===== config.mk =====
export PLATFORM = sky130hd
export DESIGN_NAME = piso_serializer
export DESIGN_NICKNAME = d
export VERILOG_FILES = /design/src/rtl/piso_pkg.sv /design/src/rtl/bit_counter.sv /design/src/rtl/piso_serializer.sv
export SDC_FILE = /design/constraint.sdc
export NUM_CORES = 1
export LEC_CHECK = 0
export ABC_AREA = 1
export CAP_MARGIN = 0
export CELL_PAD_IN_SITES_DETAIL_PLACEMENT = 1
export CELL_PAD_IN_SITES_GLOBAL_PLACEMENT = 2
export CORE_ASPECT_RATIO = 0.6
export CORE_UTILIZATION = 29
export CTS_CLUSTER_SIZE = 20
export DETAILED_ROUTE_END_ITERATION = 8
export PLACE_DENSITY = 0.82
export RECOVER_POWER = 50
export SETUP_SLACK_MARGIN = 0.4
export SKIP_LAST_GASP = 1
export SLEW_MARGIN = 10
export SYNTH_ARGS = -nofsm -noshare
export SYNTH_HDL_FRONTEND = slang
export SYNTH_SLANG_ARGS = --single-unit
export TNS_END_PERCENT = 50

===== constraint.sdc =====
create_clock -name clk -period 2.8 [get_ports clk]
set_clock_uncertainty 0.2 [all_clocks]
set_input_delay 0.56 -clock clk [delete_from_list [all_inputs] [get_ports clk]]
set_output_delay 0.56 -clock clk [all_outputs]
set_load 0.01 [all_outputs]

===== src/rtl/piso_pkg.sv =====
// rtl/piso_pkg.sv - shared types and constants for the PISO serializer
package piso_pkg;

  // Default parallel word width.
  localparam int PISO_DEFAULT_WIDTH = 8;

  // IDLE: nothing on sout. SHIFT: a word is being emitted bit by bit.
  typedef enum logic {
    IDLE  = 1'b0,
    SHIFT = 1'b1
  } piso_state_e;

endpackage


===== src/rtl/bit_counter.sv =====
// rtl/bit_counter.sv - bit position counter with clear, increment and terminal count
//   clk      rising-edge clock
//   clear_n  asynchronous active-low reset, counter to 0
//   clr      synchronous load-to-zero (wins over inc)
//   inc      synchronous increment
//   count    current bit position, 0..MODULUS-1
//   tc       high while count == MODULUS-1
module bit_counter #(
  parameter int MODULUS = 8,
  parameter int CW      = $clog2(MODULUS)
) (
  input  logic          clk,
  input  logic          clear_n,
  input  logic          clr,
  input  logic          inc,
  output logic [CW-1:0] count,
  output logic          tc
);

  localparam logic [CW-1:0] LAST = CW'(MODULUS - 1);

  always_ff @(posedge clk or negedge clear_n) begin
    if (!clear_n) begin
      count <= '0;
    end else if (clr) begin
      count <= '0;
    end else if (inc) begin
      count <= count + CW'(1);
    end
  end

  assign tc = (count == LAST);

endmodule


===== src/rtl/piso_serializer.sv =====
// rtl/piso_serializer.sv - parallel-in serial-out word serializer with framing flags
//   clk      rising-edge clock
//   clear_n  asynchronous active-low reset
//   d        parallel word to transmit
//   d_valid  d holds a word to send
//   d_ready  word on d is accepted this cycle
//   sout     serial data bit
//   sframe   first bit of a word
//   slast    last bit of a word
//   sbusy    a word bit is on sout
module piso_serializer
  import piso_pkg::*;
#(
  parameter int WIDTH     = PISO_DEFAULT_WIDTH,
  parameter bit MSB_FIRST = 1'b1
) (
  input  logic             clk,
  input  logic             clear_n,
  input  logic [WIDTH-1:0] d,
  input  logic             d_valid,
  output logic             d_ready,
  output logic             sout,
  output logic             sframe,
  output logic             slast,
  output logic             sbusy
);

  localparam int CW = $clog2(WIDTH);

  piso_state_e      state;
  logic [WIDTH-1:0] sreg;
  logic             ready_en;
  logic [CW-1:0]    count;
  logic             tc;
  logic             in_shift;
  logic             accept;
  logic             cnt_clr;
  logic             cnt_inc;

  assign in_shift = (state == SHIFT);

  // ready_en holds d_ready low through reset and releases it on the first
  // edge after clear_n deasserts, so nothing is taken before that edge.
  // In SHIFT a new word may only land on the last bit, giving gapless streaming.
  assign d_ready = ready_en & (~in_shift | tc);
  assign accept  = d_valid & d_ready;

  // Counter restarts at every new word and also parks at 0 when the word ends idle.
  assign cnt_clr = accept | (in_shift & tc);
  assign cnt_inc = in_shift & ~tc;

  bit_counter #(
    .MODULUS (WIDTH)
  ) u_bit_counter (
    .clk     (clk),
    .clear_n (clear_n),
    .clr     (cnt_clr),
    .inc     (cnt_inc),
    .count   (count),
    .tc      (tc)
  );

  always_ff @(posedge clk or negedge clear_n) begin
    if (!clear_n) begin
      state    <= IDLE;
      sreg     <= '0;
      ready_en <= 1'b0;
    end else begin
      ready_en <= 1'b1;
      if (accept) begin
        state <= SHIFT;
        sreg  <= d;
      end else if (in_shift) begin
        if (tc) begin
          state <= IDLE;
        end
        // Zeros are shifted in, so the register is empty once a word is out.
        if (MSB_FIRST) begin
          sreg <= {sreg[WIDTH-2:0], 1'b0};
        end else begin
          sreg <= {1'b0, sreg[WIDTH-1:1]};
        end
      end
    end
  end

  // Outputs are gated by state so they drop the moment reset clears it.
  assign sout   = in_shift & (MSB_FIRST ? sreg[WIDTH-1] : sreg[0]);
  assign sframe = in_shift & (count == '0);
  assign slast  = in_shift & tc;
  assign sbusy  = in_shift;

endmodule


* Word-level counts from Yosys, hierarchy flattened *
Cells that the tools add are included.

operators by class
  add/subtract/negate cells = 1
  equality and inequality tests = 1
  mux-type cells = 7
  bitwise gates (word level) = 10
  reductions and logical operators = 3

operators by type and width
  kind                                         number
  two-way mux 8 bit                            2
  AND 1 bit                                    6
  two-way mux 3 bit                            2
  nonzero test 2 bit                           2
  adder 3 x 1 -> 3 bit, second input constant  1
  equality test 3 bit, second input constant   1
  zero test 3 bit                              1
  two-way mux 1 bit                            3
  NOT 1 bit                                    2
  bitwise OR 1 bit                             2

word-level totals
  register bits after elaboration = 13
  bits of input ports = 11
  output and inout port bits = 5
  word-level logic and storage cells = 26

* Logic depth before layout (Yosys ltp) *
  word-level depth = 6
  gate-level depth with buffers = 8
  mapped depth without buffers = 8

* Modules after synthesis *
A second synthesis with hierarchy kept.

unflattened totals
  cell total of the unflattened synthesis = 99
  area, all modules = 803.3 um^2

modules (own cells, without submodules)
  module           times used  cells an instance  area each (um^2)  sequential area each (um^2)
  piso_serializer  1           82                 651.9             250.2
  bit_counter      1           17                 151.4             75.1

* Least setup slack after synthesis *
No wires, ideal clock.

  kind = reg-to-output
  start = reg u_bit_counter.count[0]
  end = out d_ready
  data arrival time = 1.039 ns
  data required time = 2.040 ns
  path slack = 1.001 ns
  cell stages (with the launch flop) = 5
  buffers on the path = 0
  cell sequence = dfrtp_1 -> ha_1 -> ha_1 -> inv_1 -> a21boi_0

between the ends
  word-level cells in the longest chain between the ends = 3

ends and longest elaborated chain
  item                      line                   source
  start: declaration        bit_counter.sv:16      output logic [CW-1:0] count,
  start signal: assignment  bit_counter.sv:28      count <= count + CW'(1);
  equality test 3 bit       bit_counter.sv:32      assign tc = (count == LAST);
  bitwise OR 1 bit          piso_serializer.sv:45  assign d_ready = ready_en & (~in_shift | tc);
  AND 1 bit                 piso_serializer.sv:45
  end: declaration          piso_serializer.sv:21  output logic d_ready,

Every way passes these cells.

* Worst setup path in the final report *
Ends and elaborated chain as after synthesis.

==> flow_metrics.py <==
metrics = {
    "timing": {
        "timing.final.ws_setup_ps": 458.9,
        "whs_ps": 285.0,
        "tightest_slew_ps": 898.7,
        "finalSetupTns_ps": 0,
        "layout_min_cycle_time_ps": 2341,
        "fmax_mhz": 427.1,
        "relSlewSlack_pct": 40.09,
        "rsz0062_at_grt": "yes",
        "final_hold_viol_count": 0,
        "setup_viol": 0,
        "finalMaxSlewViolations": 0,
        "post-route-period-util_pct": 83.61,
    },
    "floorplanning": {
        "ios": 16,
        "core_area_um2": 2261,
        "die_y_um": 40.65,
        "floorplan.initialDensity_pct": 31.93,
        "rows": 13,
        "die_w_um": 66.42,
        "dieArea_um2": 2700,
    },
    "cts": {
        "cts_root_buffer": "clkbuf_8",
        "clk_latency_ps": 240,
        "cts_made_buffers": 3,
        "post_cts_buffers": 0,
        "tritoncts": "done",
        "htree_levels": 1,
        "ctsHoldBuffers": 0,
        "clkTransAtPathRegs_ps": 50,
        "cts_buffer_depth": 2,
        "clock_sinks": 13,
        "cts.repair.resized": 2,
    },
    "setup_path": {
        "worstSetupStartpointType": "register",
        "r2r_start": "u_bit_counter.count[0]",
        "cp.required_ps": 2040,
        "reg2reg_depth": 8,
        "reg2reg_to": "sreg[6]",
        "path_max_fanout": 4,
        "rrSetupSlack_ps": 880,
        "critPathArrivalTime_ps": 1580,
        "endpoint_kind": "output pin",
        "startpoint": "u_bit_counter.count[0]",
        "crit_type": "register to output pin",
    },
    "hold_path": {
        "min_path_type": "register to register",
        "min_from": "sreg[6]",
        "min_to": "sreg[6]",
        "holdPathStages": 2,
    },
    "routing": {
        "first_pass_iters": 4,
        "routed-via-count": 614,
        "drtIter0Drc": 13,
        "post-route-drc-count": 0,
        "route.detailed.wl_per_inst_um": 12.79,
        "via_per_inst": 4.515,
        "final_antenna_net_count": 0,
        "wirelength_um": 1740,
    },
    "global_routing": {
        "track_usage_pct": 16.30,
        "grt_pass1_vias": 629,
        "grt_pass1_wl_um": 2967,
        "grt-ovfl-total": 0,
        "grt_max_degree": 17,
        "antenna_found_initial": 0,
    },
    "power_and_ir_drop": {
        "p_leak_uw": 0.0005090,
        "ir_drop_uv": 338.8,
        "powerDensity_nw_per_um2": 889.3,
    },
    "final_layout": {
        "final_core_utilization_pct": 40.29,
        "syn_to_final_growth_pct": 26.17,
        "layout_commonest_cell": "nand2_1",
        "instances_no_fill": 136,
        "layout_common_cells": "nand2_1, inv_1, clkdlybuf4s50_1, dfrtp_1, nand3_1",
        "n_fill_cell": 274,
        "drive_gt1_share_pct": 5.660,
        "fin_nets": 121,
        "n_antenna_cell": 0,
    },
    "yosys": {
        "synthSimpleGateAreaFrac_pct": 33.62,
        "syn_area_um2": 721.9,
        "synth_warnings": 0,
        "synth_mux_area_share_pct": 0,
        "synth_cells": 90,
        "synthAdderAreaFrac_pct": 5.199,
        "yosys.cell_types.count": 15,
        "synthXorXnorAreaFrac_pct": 0,
        "synth-compound-area-share_pct": 3.640,
        "syn-num-nets": 104,
        "ys_seq_area_share_pct": 45.06,
        "synth_top_family_by_area": "simple AND/OR/NAND/NOR gates",
        "ys_ff_latch": 13,
        "post_synth.cell_area_avg_um2": 8.022,
    },
    "place": {
        "post-dp-hpwl_um": 1271,
        "pre_cts_ws_ps": 498.0,
        "dp_cells": 132,
        "port_buffers": 15,
        "place_congestion": 0.7900,
    },
    "flow_run": {
        "cap_viol_max_count": 0,
    },
    "status": {
        "outcome": "complete, no violations",
    },
}
==> kinds of logic after synthesis <==
| family | count (synthesis) |
|---|---|
| simple gates | 52 |
| compound gates | 4 |
| other cells | 1 |
| buf+inv | 17 |
| flops | 13 |
| fa+ha+maj | 3 |
==> layer usage <==
metal	GRT usage (%)	vias to the layer above	share of wire, %
met5	0	-	0
met4	6.383	0	0.63
met3	5.833	2	3.7
met2	30.36	7	48
met1	17.83	293	48
li1	-	312	-
==> power breakdown <==
part,total (µW),switching [µW],internal [µW]
Sequential,338,77.4,261
Combinational,306,170,137
Clock,166,65.3,100
==> registers in the layout, indices dropped and copies added (netlist names) <==
register	count
ready_en	1
sbusy	1
sreg	8
u_bit_counter.count	3
==> worst max-delay path by stage <==
stage / slack (ps) / cells past startpoint / endpoint
floorplan: 1000 / 4 / d_ready
global placement: 540 / 5 / d_ready
detailed placement: 500 / 5 / d_ready
CTS: 420 / 5 / slast
global route: 390 / 5 / d_ready
finish: 460 / 5 / d_ready
==> cells in the mapped netlist <==
library cell,count,share of area (%)
a21boi_0,1,1.0
a21oi_2,1,1.2
buf_4,2,2.1
buf_6,2,3.1
conb_1,1,0.52
dfrtp_1,13,45
ha_1,3,5.2
inv_1,13,6.8
nand2_1,35,18
nand2_4,1,1.6
nand3_1,7,4.9
nand3_4,1,2.4
nand4_1,7,6.1
nor2_1,1,0.52
o21ai_0,2,1.4
==> layout make-up <==
cell class	instances	area (µm²)	share of cell area, %
clock buffers	4	45.04	4.945
multi-input cells	60	294.0	32.28
inverters	13	48.80	5.357
flip-flops and latches	13	326.6	35.85
repair buffers	16	158.9	17.45
well taps	30	37.54	4.121
==> metrics by stage <==
stage / area, µm² / power, µW
global route: 910.9 / 892.2
detailed placement: 879.6 / 667.0
CTS: 924.6 / 839.4
global placement: 879.6 / 653.5
finish: 910.9 / 810.0
floorplan: 721.9 / 543.3
==> critical path, cell delays in order (launching register included) <==
cell and delay (ps):
dfrtp_1 400, ha_1 210, ha_1 190, inv_1 150, a21boi_0 100, dlygate4sd2_1 290
Power figures use the tool's default switching activity.
